--- config.mk ---
export PLATFORM = sky130hd
export DESIGN_NAME = spi_burst_memory
export DESIGN_NICKNAME = d
export VERILOG_FILES = /design/src/rtl/spi_mem_pkg.sv /design/src/rtl/input_conditioner.sv /design/src/rtl/spi_burst_memory.sv
export SDC_FILE = /design/constraint.sdc
export NUM_CORES = 1
export LEC_CHECK = 0
export CAP_MARGIN = 20
export CORE_MARGIN = 2
export CORE_UTILIZATION = 63
export DETAILED_ROUTE_END_ITERATION = 7
export PLACE_DENSITY = 0.79
export SLEW_MARGIN = 20
export SYNTH_ARGS = -nofsm -noshare
export SYNTH_HDL_FRONTEND = slang
export SYNTH_SLANG_ARGS = --single-unit
--- constraint.sdc ---
create_clock -name clk -period 2.7 [get_ports clk]
set_input_delay 0.27 -clock clk [delete_from_list [all_inputs] [get_ports clk]]
set_output_delay 0.27 -clock clk [all_outputs]
set_load 0.03 [all_outputs]
--- src/rtl/spi_mem_pkg.sv ---
// Shared types and constants for the SPI burst memory: FSM states, R/W bit
// encoding and the minimum sclk phase length the input conditioner needs.
package spi_mem_pkg;

  typedef enum logic [2:0] {
    ST_IDLE,
    ST_ADDR,
    ST_RW,
    ST_WRITE,
    ST_COMMIT,
    ST_READ,
    ST_HOLD
  } spi_state_e;

  localparam logic SPI_RW_READ  = 1'b1;
  localparam logic SPI_RW_WRITE = 1'b0;

  localparam int SPI_MIN_SYNC     = 2;
  localparam int SPI_PHASE_MARGIN = 3;

  // Shortest sclk high/low phase, in clk cycles, that edge detection can resolve.
  function automatic int spi_min_phase(input int sync_stages);
    return sync_stages + SPI_PHASE_MARGIN;
  endfunction

endpackage

--- src/rtl/input_conditioner.sv ---
// Multi-flop synchroniser for one asynchronous pin, with one-clk-wide
// rise/fall pulses taken from the last two synchronised samples.
module input_conditioner #(
  parameter int   STAGES  = 2,
  parameter logic RST_VAL = 1'b0
) (
  input  logic clk,
  input  logic reset,
  input  logic pin,
  output logic sync_out,
  output logic rise_pulse,
  output logic fall_pulse
);

  logic [STAGES-1:0] sync_q;
  logic              prev_q;

  always_ff @(posedge clk) begin
    if (reset) begin
      sync_q <= {STAGES{RST_VAL}};
      prev_q <= RST_VAL;
    end else begin
      sync_q <= {sync_q[STAGES-2:0], pin};
      prev_q <= sync_q[STAGES-1];
    end
  end

  assign sync_out   = sync_q[STAGES-1];
  assign rise_pulse =  sync_q[STAGES-1] & ~prev_q;
  assign fall_pulse = ~sync_q[STAGES-1] &  prev_q;

endmodule

--- src/rtl/spi_burst_memory.sv ---
// SPI mode-0 slave in front of a 2**ADDR_W x DATA_W register file.
// Define SPI_BURST_EN for auto-incrementing multi-word frames; otherwise one word per frame.
module spi_burst_memory
  import spi_mem_pkg::*;
#(
  parameter int ADDR_W      = 7,
  parameter int DATA_W      = 8,
  parameter int SYNC_STAGES = 2
) (
  input  logic       clk,
  input  logic       reset,
  input  logic       sclk_pin,
  input  logic       cs_pin,
  input  logic       mosi_pin,
  output logic       miso_pin,
  output logic       miso_oe,
  output logic [3:0] leds
);

  localparam int SS    = (SYNC_STAGES < SPI_MIN_SYNC) ? SPI_MIN_SYNC : SYNC_STAGES;
  localparam int CNT_W = $clog2(((ADDR_W > DATA_W) ? ADDR_W : DATA_W) + 1);
  localparam int DEPTH = 2**ADDR_W;
`ifdef SPI_BURST_EN
  localparam logic BURST = 1'b1;
`else
  localparam logic BURST = 1'b0;
`endif

  logic sclk_rise, sclk_fall, cs_s, mosi_s;
  logic sclk_sync_unused, cs_rise_unused, cs_fall_unused, mosi_rise_unused, mosi_fall_unused;

  input_conditioner #(.STAGES(SS), .RST_VAL(1'b0)) u_sclk (
    .clk(clk), .reset(reset), .pin(sclk_pin),
    .sync_out(sclk_sync_unused), .rise_pulse(sclk_rise), .fall_pulse(sclk_fall));
  input_conditioner #(.STAGES(SS), .RST_VAL(1'b1)) u_cs (
    .clk(clk), .reset(reset), .pin(cs_pin),
    .sync_out(cs_s), .rise_pulse(cs_rise_unused), .fall_pulse(cs_fall_unused));
  input_conditioner #(.STAGES(SS), .RST_VAL(1'b0)) u_mosi (
    .clk(clk), .reset(reset), .pin(mosi_pin),
    .sync_out(mosi_s), .rise_pulse(mosi_rise_unused), .fall_pulse(mosi_fall_unused));

  spi_state_e          state_q, state_d;
  logic [CNT_W-1:0]    bit_cnt;
  logic [ADDR_W-1:0]   addr_q;
  logic [DATA_W-1:0]   shift_q;
  logic                load_q;
  logic [DATA_W-1:0]   mem [DEPTH];

  logic last_addr, last_data;
  logic addr_shift, data_shift, commit, miso_shift, rd_enter, rd_word_done;
  logic cnt_clr, cnt_inc, addr_inc;

  assign last_addr = (bit_cnt == CNT_W'(ADDR_W-1));
  assign last_data = (bit_cnt == CNT_W'(DATA_W-1));

  always_ff @(posedge clk) begin
    if (reset) state_q <= ST_IDLE;
    else       state_q <= state_d;
  end

  always_comb begin
    state_d = state_q;
    case (state_q)
      ST_IDLE:   if (!cs_s) state_d = ST_ADDR;
      ST_ADDR:   if (sclk_rise && last_addr) state_d = ST_RW;
      ST_RW: begin
        if (sclk_rise && mosi_s == SPI_RW_READ)  state_d = ST_READ;
        if (sclk_rise && mosi_s == SPI_RW_WRITE) state_d = ST_WRITE;
      end
      ST_WRITE:  if (sclk_rise && last_data) state_d = ST_COMMIT;
      ST_COMMIT: state_d = BURST ? ST_WRITE : ST_HOLD;
      ST_READ:   if (sclk_rise && last_data && !BURST) state_d = ST_HOLD;
      ST_HOLD:   state_d = ST_HOLD;
      default:   state_d = ST_IDLE;
    endcase
    // Deselect wins everywhere; COMMIT still writes because the write keys off state_q.
    if (cs_s && state_q != ST_IDLE) state_d = ST_IDLE;
  end

  always_comb begin
    addr_shift   = (state_q == ST_ADDR)  && sclk_rise;
    data_shift   = (state_q == ST_WRITE) && sclk_rise;
    commit       = (state_q == ST_COMMIT);
    miso_shift   = (state_q == ST_READ)  && sclk_fall;
    rd_enter     = (state_q == ST_RW)    && sclk_rise && (mosi_s == SPI_RW_READ);
    rd_word_done = (state_q == ST_READ)  && sclk_rise && last_data;
    cnt_clr      = (state_q == ST_IDLE) || (state_q == ST_RW) || commit || rd_word_done;
    cnt_inc      = sclk_rise && (state_q == ST_ADDR || state_q == ST_WRITE || state_q == ST_READ);
    addr_inc     = BURST && (commit || rd_word_done);
  end

  always_ff @(posedge clk) begin
    if (reset) begin
      bit_cnt  <= '0;
      load_q   <= 1'b0;
      miso_pin <= 1'b0;
      miso_oe  <= 1'b0;
      leds     <= 4'h0;
    end else begin
      if (cnt_clr)      bit_cnt <= '0;
      else if (cnt_inc) bit_cnt <= bit_cnt + 1'b1;
      load_q <= rd_enter || (BURST && rd_word_done);
      if (state_d != ST_READ) begin
        miso_pin <= 1'b0;
        miso_oe  <= 1'b0;
      end else if (miso_shift) begin
        miso_pin <= shift_q[DATA_W-1];
        miso_oe  <= 1'b1;
      end
      if (commit) leds <= 4'(shift_q);
    end
  end

  // Address and shift registers survive deselect; only the next frame overwrites them.
  always_ff @(posedge clk) begin
    if (addr_shift)    addr_q <= ADDR_W'({addr_q, mosi_s});
    else if (addr_inc) addr_q <= addr_q + 1'b1;
    if (data_shift)      shift_q <= DATA_W'({shift_q, mosi_s});
    else if (load_q)     shift_q <= mem[addr_q];
    else if (miso_shift) shift_q <= shift_q << 1;
  end

  always_ff @(posedge clk) begin
    if (commit && !reset) mem[addr_q] <= shift_q;
  end

endmodule

## Word-level counts from Yosys, hierarchy flattened

Memories as Yosys holds them, arrays and structs flattened. A register that Yosys moved wholly into a read port is not among the register bits.
Index checks and enable logic that the tools add are counted.

| cells by class | value |
|---|---|
| $add $sub $neg | 1 |
| eq/ne operators | 9 |
| reductions and logical operators | 26 |
| bitwise gates (word level) | 5 |
| multiplexer cells | 14 |

Operators with widths:

| cell | number |
|---|---|
| $mux 8 | 3 |
| $mux 3 | 7 |
| $pmux 3 s6 | 1 |
| $logic_and 1x1->1 | 14 |
| $eq 3x3->1 const B | 3 |
| $eq 4x3->1 const B | 2 |
| $mux 7 | 1 |
| $eq 3x2->1 const B | 2 |
| $reduce_bool 3->1 | 2 |
| $reduce_or 2->1 | 3 |
| $logic_or 1x1->1 | 5 |
| $add 4x1->4 const B | 1 |
| $eq 3x1->1 const B | 1 |
| $logic_not 3->1 | 1 |
| $ne 3x3->1 const B | 1 |
| $not 1->1 | 3 |
| $and 1x1->1 | 2 |
| $mux 1 | 2 |
| $logic_not 1->1 | 1 |

| storage, ports and cells | value |
|---|---|
| output and inout bits | 6 |
| word-level logic and storage cells | 68 |
| memories kept | 1 |
| bits of input ports | 5 |
| register bits | 36 |
| bits in writable memories | 1024 |

Memories:

| name | depth | bits a word | rd ports | clocked after memory_dff | wr ports | line | RTL |
|---|---|---|---|---|---|---|---|
| mem | 128 | 8 | 1 | 1 | 1 | spi_burst_memory.sv:47 | `logic [DATA_W-1:0] mem [DEPTH];` |

## Logic depth before layout (Yosys ltp)

Gate-level depths: netlist of the first run.

| depth | value |
|---|---|
| depth in word-level cells | 9 |
| gate-level depth with buffers | 11 |

## Hierarchy

From an unflattened synthesis of the first run, not the netlist that was laid out.

| unflattened totals | value |
|---|---|
| cell total of the unflattened synthesis | 2305 |
| area, all modules | 42748.5 sq um |

By module, submodules not included:

| module | instances | area each (sq um) | cells each | sequential area each (sq um) |
|---|---|---|---|---|
| spi_burst_memory | 1 | 42473.2 | 2281 | 31620.3 |
| input_conditioner (u_mosi ...) | 2 | 91.3 | 8 | 60.1 |
| input_conditioner (u_cs) | 1 | 92.6 | 8 | 60.1 |

## Worst setup path after synthesis of the first run

Ideal clock, no wire load.

| timing | value |
|---|---|
| kind | register to register |
| start point | register state_q[2] |
| end point | memory mem[110][0], enable pin |
| setup time | 370 ps |
| arrival time | 2110 ps |
| cell stages (with the launch flop) | 8 |
| required time | 2330 ps |
| clock period less this slack | 2481 ps |
| path buffers | 2 |
| setup slack | 219 ps |
| cells stage by stage | dfxtp_1 > buf_2 > inv_1 > nor3_2 > nor3b_1 > nand3_1 > clkbuf_1 > nor2_1 |

| on the way | value |
|---|---|
| word-level cells in the longest chain between the ends | 4 |

Ends and longest elaborated chain:

| what | line | RTL |
|---|---|---|
| start, declared | spi_burst_memory.sv:42 | `spi_state_e state_q, state_d;` |
| start signal, assigned | spi_burst_memory.sv:58 | `else state_q <= state_d;` |
| $eq 3x3->1 | spi_burst_memory.sv:83 | `commit = (state_q == ST_COMMIT);` |
| $logic_and 1x1->1 | spi_burst_memory.sv:124 | `if (commit && !reset) mem[addr_q] <= shift_q;` |
| $mux 1 | spi_burst_memory.sv:124 |  |
| $mux 1 (implied by the code) | spi_burst_memory.sv:124 |  |
| end, declared | spi_burst_memory.sv:47 |  |

Every way passes these cells.

==> results of run 1 <==
## power groups by stage
stage	registers [mW]	clock network (mW)	logic [mW]
6_report	17.9	14.2	0.381
5_1_grt	17.9	14.9	0.393
4_1_cts	17.9	14.3	0.369
3_5_place_dp	18.2	0	0.362
3_3_place_gp	18.2	0	0.357
2_1_floorplan	18.2	0	0.245
## worst max-delay path: cells and delay by family, from the launching register on
| family | cells | cell delay [ps] |
|---|---|---|
| compound gates | 3 | 1020 |
| buf+inv | 3 | 650 |
| flops | 1 | 400 |
| mux | 1 | 100 |
| simple gates | 2 | 290 |
## logic make-up (layout without fill, tap and decap cells)
kind of cell,after synthesis,count (layout),synth area share (%)
DFF,1067,1067,75.0
and+or+nand+nor,493,493,5.40
muxes,371,371,13.3
AOI/OAI and AO/OA,239,239,3.93
buffers and inverters,138,502,2.22
xor gates and xnor gates,3,3,0.0621
adders and majority gates,2,2,0.0591
other,0,3,0
## metal layers
| layer | part of all wire [%] | vias to the layer above | GRT usage, % |
|---|---|---|---|
| met2 | 46 | 1809 | 47.3 |
| met1 | 36 | 12000 | 43.7 |
| met5 | 0.0075 | - | 0 |
| li1 | - | 9888 | - |
| met3 | 12 | 339 | 7.14 |
| met4 | 5.1 | 2 | 14.7 |
## metrics by stage
stage / worst slack, ps / TNS [ps] / util [%] / total power, mW
after floorplan: 219 / 0 / - / 18.5
after global routing: -55.3 / -55.3 / 72.8 / 33.2
after global placement: -170 / -170 / 67.7 / 18.6
final: -20.4 / -20.4 / 72.9 / 32.5
after CTS: 0.668 / 0 / 72.8 / 32.6
after detailed placement: -183 / -183 / 67.7 / 18.6
## layout by cell type (no fill, tap or decap), types with 22 or more instances in the layout
| cell type | instances |
|---|---|
| mux2i_1 | 207 |
| dfxtp_1 | 22 |
| nand3_1 | 33 |
| o21ai_0 | 24 |
| edfxtp_1 | 1039 |
| o221ai_1 | 34 |
| buf_12 | 29 |
| nand2_1 | 89 |
| mux4_2 | 136 |
| nor3_1 | 31 |
| nor2_1 | 214 |
| buf_4 | 265 |
| clkbuf_16 | 102 |
| nor2b_1 | 38 |
| o22ai_1 | 83 |
## timing repair
| item | in CTS | in global routing |
|---|---|---|
| hold endpoints to repair | 0 | 0 |
| endpoints found under the setup margin | 14 | 112 |
| pin swaps | 0 | 0 |
| gates resized for setup | 9 | 11 |
| setup buffers | 0 | 0 |
## layout make-up
| type | instances | share of cell area, % |
|---|---|---|
| Antenna cell | 3 | 0.0154 |
| Clock buffer | 129 | 5.62 |
| Clock inverter | 56 | 1.22 |
| Inverter | 8 | 0.0617 |
| Multi-Input combinational cell | 1108 | 19.9 |
| Sequential cell | 1067 | 65.3 |
| Tap cell | 873 | 2.24 |
| Timing Repair Buffer | 309 | 5.64 |
## state kept, by name, indices dropped and copies added (netlist names), named ones only
| name | flops |
|---|---|
| mem | 1024 |
| shift_q | 8 |
| addr_q | 7 |
| bit_cnt | 4 |
| leds | 4 |
| state_q | 3 |
| u_cs.sync_q | 2 |
| u_mosi.sync_q | 2 |
| u_sclk.sync_q | 2 |
| load_q | 1 |
| miso_oe | 1 |
| miso_pin | 1 |
| u_sclk.prev_q | 1 |
## worst max-delay path by stage
stage / endpoint / slack (ps)
6_report: shift_q[4] / -20
5_1_grt: shift_q[4] / -60
4_1_cts: mem[74][4] / 0.7
3_5_place_dp: shift_q[1] / -180
3_3_place_gp: shift_q[1] / -170
2_1_floorplan: mem[110][0] / 220
==> flow_summary.toml, run 1 <==
[run_status]
status = "finished with violations"
violations = "setup timing"

[layout]
fillCellCount = 3688
synthToLayoutAreaGrowth_pct = 15.0
seqCellArea_um2 = 31800
drive_above_1_share_pct = 23.8
instances_no_fill = 3553
multi_input_area_um2 = 9690
nNetsFinal = 2601
final_area_um2 = 48700

[yosys]
yosys-top-cells-count = "1039 x edfxtp_1, 215 x nor2_1, 207 x mux2i_1, 136 x mux4_2, 91 x nand2_1"
synth_seq_cells = 1067
ys_top_cells_by_area = "edfxtp_1 74%, mux4_2 7.2%, mux2i_1 4.9%"
synth_ff_type = "edfxtp_1"
synth_most_common_cell = "edfxtp_1"
synth_largest_area_cell = "edfxtp_1"
synth-edff-count = 1039
synthArstFlopShare_pct = 0
yosysWarningCount = 0
yosysTopAreaCellShare_pct = 73.7
synth_cell_types = 64
synth_area_um2 = 42300
syn_avg_cell_area_um2 = 18.3
synth_fp_nets = 2320
syn_inst = 2313
ys_seq_area_share_pct = 75.0

[worst_hold_path]
hold_depth = 2
min_to = "u_mosi.sync_q[0]"
holdCritPathClass = "in2reg"
min_from = "mosi_pin"

[worst_setup_path]
crit_required_ps = 3130
cp_data_arrival_time_ps = 3150
critPathSlowestCell = "o21ai_0"
cp-start-kind = "flip-flop"
path_cells = "buf_12, buf_12, buf_6, mux2i_1, o22ai_1, nor2_1, o21ai_0, nand4_1, o41ai_2"
ff2ff_path_depth = 9
critPathKind = "reg2reg"
cpPeakStageDelay_ps = 430
crit_path_frequent_cell = "buf_12"
critPathCaptureType = "flip-flop"
r2r_setup_slack_ps = -20
worstPathMaxFanout = 19
timing.rr.end = "shift_q[4]"

[power]
leakage_nw = 16.6
powerDensity_nw_per_um2 = 668
p_int_mw = 26.3
switchingPower_mw = 6.25
switching_share_pct = 19.2
comb_power_share_pct = 1.2
pwr-share-clk_pct = 43.8
vdd_drop_max_uv = 584
share_seq_of_total_power_pct = 55.0

[timing]
slew_viol_final = 0
tightest_slew_ps = 887
whs_ps = 150
fin_ws_ps = -20.4
setup-violations-final = 1
hold_viol = 0
rsz0062_at_grt = "yes"
fin_crit_ps = 2720
fin_crit_sh_pct = 101
max-slew-margin-rel_pct = 40.9
skew_ps = 34.3
clock.fmax_mhz = 368

[floorplanning]
die-area_um2 = 69300
core-area_um2 = 66800
start_util_pct = 63.4
die_h_um = 263
ios = 11
fp-row-count = 95
die_x_um = 263

[clock_tree]
cts-htree-levels = 3
clkSinkCount = 1067
ctsHoldBuffers = 0
clk_path_buf_depth = 3
cts_tree = "done"
cts-root-buf = "clkbuf_16"
cts_buffers = 100
clk_latency_ps = 670
clk_pin_slew_ps = 60

[route]
ant_nets = 0
via_per_inst = 6.78
drc_errors = 0
vias = 24100
drt_iter0_markers = 3763
wl_per_cell_um = 30.1
drt_pass1_iterations = 6
routed_wl_um = 107000

[global_routing]
antenna_found_initial = 1
grt_pass1_wl_um = 158000
globalRoute.totalOverflow = 0
grt_pass1_vias = 24000
grt_max_degree = 131
grt.total_usage_pct = 31.2

[placement]
io_buffers = 10
dp_hpwl_um = 66200
dpl_cell_area_um2 = 45300
dpl.cell_count = 3365
gp_congestion = 0.987

[flow_run]
drv_cap = 0
Power figures use the tool's default switching activity.
==> inputs of run 2 (changes only) <==
Settings changed: GPL_ROUTABILITY_DRIVEN set to 0.
==> run 2 against run 1 <==
The flow still finishes with violations (setup timing); sequential cell count unchanged; fmax down 0.52%; via count up 1.0%; first-iteration DRC count down 5.0%; design area up 0.29%; worst setup slack worse by 14 ps; combinational power up 1%; critical path depth down 2; utilization up 0.21 points; hold slack better by 19 ps.
==> flow_summary.toml, run 2 (synthesized netlist as in run 1, its figures left out) <==
[floorplanning]
ios = 11
die_x_um = 263
die-area_um2 = 69300
start_util_pct = 63.4
die_h_um = 263
core-area_um2 = 66800
fp-row-count = 95

[global_routing]
globalRoute.totalOverflow = 0
grt_pass1_wl_um = 160000
antenna_found_initial = 2
grt_max_degree = 126
grt.total_usage_pct = 31.6
grt_pass1_vias = 24200

[layout]
drive_above_1_share_pct = 24.4
nNetsFinal = 2627
largest_register_ffs = 1024
diodes = 0
synthToLayoutAreaGrowth_pct = 15.3
final_cell_mix = "1039 x edfxtp_1, 290 x buf_4, 215 x nor2_1"
largestRegisters = "mem x1024, shift_q x8, addr_q x7"
final_common_cell = "edfxtp_1"
final_util_pct = 73.1
regMostFlops = "mem"

[power]
share_seq_of_total_power_pct = 55.1
leakage_nw = 16.6
comb_power_share_pct = 1.2
pwr-share-clk_pct = 43.7
p_int_mw = 26.2
switching_share_pct = 19.4
powerDensity_nw_per_um2 = 665
switchingPower_mw = 6.29
vdd_drop_max_uv = 753

[timing]
fin_tns_setup_ps = -41.0
slew_viol_final = 0
fin_crit_ps = 2730
tightest_slew_ps = 1220
max-slew-margin-rel_pct = 18.8
clock.fmax_mhz = 366
hold_viol = 0
skew_ps = 40.1
setup-violations-final = 3
fin_crit_sh_pct = 101
fin_ws_ps = -34.6

[flow_run]
drv_cap = 0

[route]
drt_pass1_iterations = 6
wl_per_cell_um = 30.4
drt_iter0_markers = 3576
vias = 24300
ant_nets = 0
via_per_inst = 6.80
drc_errors = 0
routed_wl_um = 109000

[clock_tree]
cts_tree = "done"
clkSinkCount = 1067
clk_path_buf_depth = 3
clk_latency_ps = 690
cts_buffers = 103
clk_pin_slew_ps = 60
cts-htree-levels = 3
cts-root-buf = "clkbuf_16"

[run_status]
status = "finished with violations"
violations = "setup timing"

[worst_setup_path]
critPathCaptureType = "flip-flop"
crit_required_ps = 3180
worstPathMaxFanout = 21
ff2ff_path_depth = 7
critPathKind = "reg2reg"
cp_data_arrival_time_ps = 3210
cp-start-kind = "flip-flop"

[worst_hold_path]
hold_depth = 2
holdCritPathClass = "in2reg"

[placement]
dp_hpwl_um = 67500
pre_cts_ws_ps = -181
io_buffers = 10
==> run 2: cell types whose count changed in the layout (fill, tap and decap cells not counted), moves of 5 or more <==
cell / previous run / this run
buf_4: 265 / 290
clkinv_2: 16 / 11
clkbuf_8: 8 / 2
clkinv_1: 18 / 23
==> run 2: final timing paths <==
kind                                startpoint          endpoint  slack, ps
worst max-delay path                 flip-flop        shift_q[7]        -30
worst min-delay path                  mosi_pin  u_mosi.sync_q[0]        170
worst max register to register       flip-flop        shift_q[7]        -30
worst min register to register  u_cs.sync_q[0]    u_cs.sync_q[1]        420
==> run 2: worst max-delay path: stages, from the launching register on <==
cell and delay (ps):
dfxtp_4 410, or2_2 390, buf_12 190, o22ai_1 280, o22ai_1 160, a22oi_2 410
nand3_1 250, o41ai_2 410
==> run 2: per-stage QoR <==
stage          hold WS [ps]  power [mW]  cells  cell area, um2
6_report                168        32.5   3575           48800
5_1_grt                 189        33.1   3575           48800
4_1_cts                 166        32.5   3561           48600
3_5_place_dp            405        18.6   3374           45300
3_3_place_gp            403        18.6   3374           45300
2_1_floorplan           342        18.5   2313           42300
==> run 2: timing repair <==
action | 4_1_cts | 5_1_grt
gates cloned | 0 | 0
pin swaps | 0 | 3
resized for setup | 4 | 18
buffers inserted | 0 | 14
hold buffers | 0 | 0
hold endpoints to repair | 0 | 0
setup endpoints to repair | 3 | 58
==> run 2: area by class of cell <==
class | count | area, um2
flip-flops and latches | 1067 | 31800
well taps | 873 | 1090
fillers | 3755 | 18000
clock inverters | 55 | 573
clock buffers | 132 | 2740
multi-input cells | 1108 | 9730
inverters | 8 | 30.0
repair buffers | 332 | 2880
==> run 2: metal layers <==
metal	up-vias	wire, um	track usage [%]	share of wire, %
met2	1786	50200	48.1	46
met4	4	5940	14.6	5.5
met1	12200	39000	43.7	36
met5	-	27	0	0.025
met3	354	13700	8.18	13
li1	9937	-	-	-
==> run 2: power by group through the flow <==
stage	Sequential [mW]	Clock, mW	Combinational (mW)
after global placement	18.2	0	0.359
final	17.9	14.2	0.386
after floorplan	18.2	0	0.245
after CTS	17.9	14.2	0.371
after detailed placement	18.2	0	0.365
after global routing	17.9	14.8	0.401
